[src/rtl/hamming_codec.sv]
`default_nettype none
// ============================================================================
// Module   : hamming_codec
// Purpose  : Registered Hamming(12,8) SEC encoder and decoder, independent paths.
// Revision : 1.0
// ============================================================================
module hamming_codec (
    input  logic        clk,
    input  logic        rst,
    input  logic        enc_valid_in,
    input  logic [7:0]  enc_data,
    output logic        enc_valid,
    output logic [11:0] enc_code,
    input  logic        dec_valid_in,
    input  logic [11:0] dec_code,
    output logic        dec_valid,
    output logic [7:0]  dec_data,
    output logic [3:0]  dec_syn,
    output logic        dec_err,
    output logic        dec_bad
);

    localparam logic [3:0] c_LAST_POS = 4'd12;

    // Code positions (1-based) whose index has bit k set; used for syndrome bit k.
    function automatic logic [11:0] syn_mask(input int k);
        logic [11:0] m;
        m = '0;
        for (int p = 1; p <= 12; p++) begin
            m[p-1] = ((p >> k) & 1) != 0;
        end
        return m;
    endfunction

    function automatic logic [7:0] extract(input logic [11:0] c);
        return {c[11], c[10], c[9], c[8], c[6], c[5], c[4], c[2]};
    endfunction

    // ------------------------------------------------------------------
    // Encode core
    // ------------------------------------------------------------------
    logic        w_p1;
    logic        w_p2;
    logic        w_p4;
    logic        w_p8;
    logic [11:0] w_enc_code;

    assign w_p1 = enc_data[0] ^ enc_data[1] ^ enc_data[3] ^ enc_data[4] ^ enc_data[6];
    assign w_p2 = enc_data[0] ^ enc_data[2] ^ enc_data[3] ^ enc_data[5] ^ enc_data[6];
    assign w_p4 = enc_data[1] ^ enc_data[2] ^ enc_data[3] ^ enc_data[7];
    assign w_p8 = enc_data[4] ^ enc_data[5] ^ enc_data[6] ^ enc_data[7];

    assign w_enc_code = {enc_data[7], enc_data[6], enc_data[5], enc_data[4], w_p8,
                         enc_data[3], enc_data[2], enc_data[1], w_p4,
                         enc_data[0], w_p2, w_p1};

    // ------------------------------------------------------------------
    // Decode core
    // ------------------------------------------------------------------
    logic [3:0]  w_syn;
    logic [11:0] w_flip;
    logic [11:0] w_corr;
    logic        w_err;
    logic        w_bad;

    for (genvar k = 0; k < 4; k++) begin : g_syn
        localparam logic [11:0] c_MASK = syn_mask(k);
        assign w_syn[k] = ^(dec_code & c_MASK);
    end

    // Out-of-range syndromes (13..15) select no position, so the word passes raw.
    for (genvar i = 0; i < 12; i++) begin : g_flip
        assign w_flip[i] = (w_syn == 4'(i + 1));
    end

    assign w_corr = dec_code ^ w_flip;
    assign w_err  = (w_syn != 4'd0) && (w_syn <= c_LAST_POS);
    assign w_bad  = (w_syn > c_LAST_POS);

    // ------------------------------------------------------------------
    // Output registers
    // ------------------------------------------------------------------
    logic        r_enc_valid;
    logic [11:0] r_enc_code;
    logic        r_dec_valid;
    logic [7:0]  r_dec_data;
    logic [3:0]  r_dec_syn;
    logic        r_dec_err;
    logic        r_dec_bad;

    always_ff @(posedge clk) begin
        if (rst) begin
            r_enc_valid <= 1'b0;
            r_enc_code  <= '0;
        end else begin
            r_enc_valid <= enc_valid_in;
            r_enc_code  <= w_enc_code;
        end
    end

    always_ff @(posedge clk) begin
        if (rst) begin
            r_dec_valid <= 1'b0;
            r_dec_data  <= '0;
            r_dec_syn   <= '0;
            r_dec_err   <= 1'b0;
            r_dec_bad   <= 1'b0;
        end else begin
            r_dec_valid <= dec_valid_in;
            r_dec_data  <= extract(w_corr);
            r_dec_syn   <= w_syn;
            r_dec_err   <= w_err;
            r_dec_bad   <= w_bad;
        end
    end

    assign enc_valid = r_enc_valid;
    assign enc_code  = r_enc_code;
    assign dec_valid = r_dec_valid;
    assign dec_data  = r_dec_data;
    assign dec_syn   = r_dec_syn;
    assign dec_err   = r_dec_err;
    assign dec_bad   = r_dec_bad;

endmodule
`default_nettype wire

[config.mk]
export PLATFORM = sky130hd
export DESIGN_NAME = hamming_codec
export DESIGN_NICKNAME = d
export VERILOG_FILES = /design/src/rtl/hamming_codec.sv
export SDC_FILE = /design/constraint.sdc
export NUM_CORES = 1
export LEC_CHECK = 0
export ABC_AREA = 1
export BUFFER_PORTS_ARGS = -buffer_cell sky130_fd_sc_hd__buf_4
export CORE_MARGIN = 2
export CORE_UTILIZATION = 49
export DETAILED_ROUTE_END_ITERATION = 8
export GPL_ROUTABILITY_DRIVEN = 1
export GPL_TIMING_DRIVEN = 1
export PLACE_DENSITY = 0.9
export SLEW_MARGIN = 25
export SYNTH_ARGS = -nofsm -noshare
export SYNTH_HDL_FRONTEND = slang
export SYNTH_SLANG_ARGS = --single-unit
[constraint.sdc]
create_clock -name clk -period 1.4 [get_ports clk]
set_clock_uncertainty 0.1 [all_clocks]
set_input_delay 0.07 -clock clk [delete_from_list [all_inputs] [get_ports clk]]
set_output_delay 0.07 -clock clk [all_outputs]
set_load 0.02 [all_outputs]
* Word-level counts from Yosys, hierarchy flattened
Cells that the tools add are included.
** Cells by class
- Equal/unequal tests :: 12
- Bitwise gates (word level) :: 15
- $lt $le $gt $ge :: 2
- Reduce and logical (&&, ||, !) cells :: 6
** Operator list (number)
- $reduce_xor A12 Y1 :: 4
- $eq A4 B4 Y1 const B :: 5
- $eq A4 B3 Y1 const B :: 4
- $xor A1 B1 Y1 :: 14
- $xor A12 B12 Y12 :: 1
- $eq A4 B2 Y1 const B :: 2
- $eq A4 B1 Y1 const B :: 1
- $gt A4 B4 Y1 const B :: 1
- $le A4 B4 Y1 const B :: 1
- $reduce_bool A4 Y1 :: 1
- $logic_and A1 B1 Y1 :: 1
** Storage, ports and cells
- Logic and storage cells :: 42
- Register bits :: 28
- Output and inout port bits :: 28

* Longest topological paths before layout
- Depth in word-level cells :: 4
- Mapped depth :: 13
- Gate-level depth less buffers :: 12

* Worst setup path before layout
OpenSTA, ideal clock, no wires.
- Path type :: input to register
- Start :: in dec_code[10]
- End :: reg r_dec_data[1] (netlist: dec_data[1])
- Required time :: 1185 ps
- Stages :: 10
- Arrival :: 1016 ps
- Setup slack :: 169 ps
- Path through :: buf_6 or2_4 nand2_1 nand2_2 nand3_1 nand2_4 nor2_4 nand3_1 nand2_1 nor2_1
** On the way
- Cells in the longest elaborated chain, start to end :: 3
- Elaborated cells on any way between the ends :: 5
- Classes of those cells :: eq/ne (1); bitwise (1); reduce/logical (3)
** Ends and longest elaborated chain
- start, declared :: RTL line 15 : input logic [11:0] dec_code,
- $reduce_xor A12 Y1 :: RTL line 68 : assign w_syn[k] = ^(dec_code & c_MASK);
- $eq A4 B3 Y1 * :: RTL line 73 : assign w_flip[i] = (w_syn == 4'(i + 1));
- $xor A12 B12 Y12 * :: RTL line 76 : assign w_corr = dec_code ^ w_flip;
- end signal, assigned :: RTL line 110 : r_dec_data <= extract(w_corr);
- end, declared :: RTL line 86 : logic [7:0] r_dec_data;
Every way passes the cells marked *; elsewhere a longest branch is shown, timed or not.
A chain may end at the register's enable or synchronous reset.

* Worst setup path in the final report
- Start :: in enc_data[5]
- End :: reg r_enc_code[1] (netlist: enc_code[1])
** On the way
- Cells in the longest elaborated chain, start to end :: 2
** Ends and longest elaborated chain
- start, declared :: RTL line 11 : input logic [7:0] enc_data,
- $xor A1 B1 Y1 (2 in series) :: RTL line 49 : assign w_p2 = enc_data[0] ^ enc_data[2] ^ enc_data[3] ^ enc_data[5] ^ enc_data[6];
- end signal, assigned :: RTL line 97 : r_enc_code <= w_enc_code;
- end, declared :: RTL line 84 : logic [11:0] r_enc_code;
Every way passes these cells.

==> results.sh <==
export IMPL_drc=0
export IMPL_path_class="input pin to register"
export IMPL_rows=19
export IMPL_grtUsageTotal_pct=26.4
export IMPL_setup_viol=0
export IMPL_synth_mux_area_share_pct=0
export IMPL_antenna_found_initial=0
export IMPL_ant_nets=0
export IMPL_fin_crit_sh_pct=98.5
export IMPL_leakagePower_uw=0.00117
export IMPL_initial_core_util_pct=52.0
export IMPL_dpl_cell_area_sq_mm=0.00182
export IMPL_layout_setup_ws_ps=21.6
export IMPL_routed_wl_mm=4.21
export IMPL_firstDrtPassIters=5
export IMPL_maxSlewHeadroom_pct=76.6
export IMPL_die_y_microns=58.1
export IMPL_dp_hpwl_mm=2.38
export IMPL_syn_area_sq_mm=0.00143
export IMPL_drt_wirelength_per_cell_microns=13.2
export IMPL_max_cap_viol_count=0
export IMPL_dieArea_sq_mm=0.00338
export IMPL_period_needed_ps=1380
export IMPL_drive_gt1_share_pct=27.4
export IMPL_slowest_delay_ps=560
export IMPL_vias=1533
export IMPL_yosysUniqueCellTypes=24
export IMPL_syn_nets=233
export IMPL_ys_warn_count=0
export IMPL_grt_overflow=0
export IMPL_synth_xor_xnor_area_share_pct=7.94
export IMPL_design_area_sq_mm=0.00219
export IMPL_max_freq_mhz=725
export IMPL_coreArea_sq_mm=0.00276
export IMPL_grt_max_degree=19
export IMPL_syn_to_final_growth_pct=52.5
export IMPL_whs_ps=-0.648
export IMPL_status="finished, violations left"
export IMPL_antenna_cells=0
export IMPL_gp_congestion=0.816
export IMPL_synth_sequential_area_ratio_pct=39.1
export IMPL_cts_root_buf="clkbuf_4"
export IMPL_max_slew_worst_pin_slew_ps=350
export IMPL_synthAdderAreaFrac_pct=0
export IMPL_cts_tree="yes"
export IMPL_setup_tns_ps=0
export IMPL_violations="hold timing"
export IMPL_worst_setup_path_start_kind="input pin"
export IMPL_clkTransAtPathRegs_ps=160
export IMPL_hold_path_class="input pin to register"
export IMPL_path_buf_inv=2
export IMPL_dp_cells=285
export IMPL_io_pins=52
export IMPL_post_place_ws_ps=45.1
export IMPL_hold_viol_final=1
export IMPL_crit_fanout=2
export IMPL_slew_violations=0
export IMPL_ctsLongestPathBuffers=2
export IMPL_synth_compound_area_share_pct=4.54
export IMPL_finalNonFillerCells=319
export IMPL_ys_ff_latch=28
export IMPL_finalNetCount=313
export IMPL_avgSynthCellArea_sq_um=6.86
export IMPL_grt_first_pass_wirelength_mm=6.80
export IMPL_cp_slowest_cell="dlygate4sd3_1"
export IMPL_critPathArrivalTime_ps=1560
export IMPL_numPortBuffers=51
export IMPL_cts_htree_levels=1
export IMPL_via_per_inst=4.81
export IMPL_die_width_microns=58.1
export IMPL_cp_cell_sequence="dlygate4sd3_1, buf_4, xor2_2, xor2_1, o21ai_1, a21oi_1"
export IMPL_drt_iter0_markers=45
export IMPL_synthSimpleGateAreaFrac_pct=38.9
export IMPL_endpoint_kind="register"
export IMPL_first_global_vias=1533
export IMPL_vdd_drop_max_v=0.00102
export IMPL_worst_ep_required_time_ps=1580
export IMPL_syn_inst=209
export IMPL_cts_buffers=3
export IMPL_synth_top_family_by_area="simple AND/OR/NAND/NOR gates"
export IMPL_crit_family="buffers and inverters"
export IMPL_cts_sinks=28
export IMPL_power_density_mw_per_mm2=987
-- area by class of cell --
| class | instances | area [sq um] |
|---|---|---|
| clock inverters | 1 | 30.0 |
| well taps | 31 | 38.8 |
| repair buffers | 81 | 684 |
| flip-flops and latches | 28 | 561 |
| clock buffers | 3 | 22.5 |
| multi-input cells | 148 | 749 |
| fillers | 177 | 571 |
| inverters | 27 | 101 |
-- flip-flops by register name, indices dropped and copies added (netlist names) --
register and count:
dec_bad 1, dec_data 8, enc_valid 1, enc_code 12, dec_valid 1, dec_syn 4
dec_err 1
-- cells in the mapped netlist, drive strengths merged --
master,number,area [sq um]
nand2,70,298
nor2,31,144
dfxtp,28,561
inv,27,101
nand3,17,90.1
a21oi,10,50.1
xnor2,8,70.1
xor2,5,43.8
clkbuf,4,16.3
o21ai,3,15.0
buf,2,18.8
or2,2,15.0
nand4,1,6.26
nor3,1,5.00
-- stage by stage --
step	total power [uW]	utilization, %
4_1_cts	2120	78.4
2_1_floorplan	1310	-
6_report	2160	79.3
3_3_place_gp	1520	66.0
3_5_place_dp	1530	66.0
5_1_grt	2260	79.3
-- what timing repair did --
item | 4_1_cts | 5_1_grt
hold buffers | 29 | 0
buffers inserted | 0 | 1
gates resized for setup | 0 | 5
setup endpoints to repair | 0 | 3
endpoints found under the hold margin | 26 | 0
-- cells in the final DEF, fill, tap and decap left out, types with 2 or more instances in the layout --
cell type / count
a21oi_1: 10
nand2_2: 8
nand3_1: 16
nand2_4: 2
xor2_1: 4
xnor2_1: 8
clkbuf_4: 3
nor2_2: 4
buf_4: 51
dfxtp_1: 28
nor2_4: 3
inv_1: 25
inv_2: 2
o21ai_1: 2
nor2_1: 24
nand2_1: 60
dlygate4sd3_1: 29
-- cells by family after synthesis --
family | count (synthesis)
xor+xnor | 13
compound gates | 13
simple gates | 122
flops | 28
buf+inv | 33
-- metal layers --
layer  share of wire (%)  routed length (microns)  global-route usage (%)
met1                  39                     1650                    26.9
met2                  54                     2280                    53.2
met3                 5.3                      223                    4.69
met4                 1.3                       53                    7.97
met5                   0                        0                       0
-- worst paths after layout --
path | startpoint | end | slack, ps | cells after the start
setup / recovery | enc_data[5] | enc_code[1] | 20 | 6
hold / removal | dec_code[11] | dec_data[7] | -0.6 | 5
-- power breakdown --
group / total, uW / switching, uW / leakage [uW] / internal (uW)
Sequential: 888 / 22.5 / 0.000233 / 866
Clock: 535 / 246 / 0.0000279 / 290
Combinational: 734 / 419 / 0.000914 / 315
Total: 2160 / 687 / 0.00117 / 1470
Note: power is estimated with default switching activity, not from simulation.
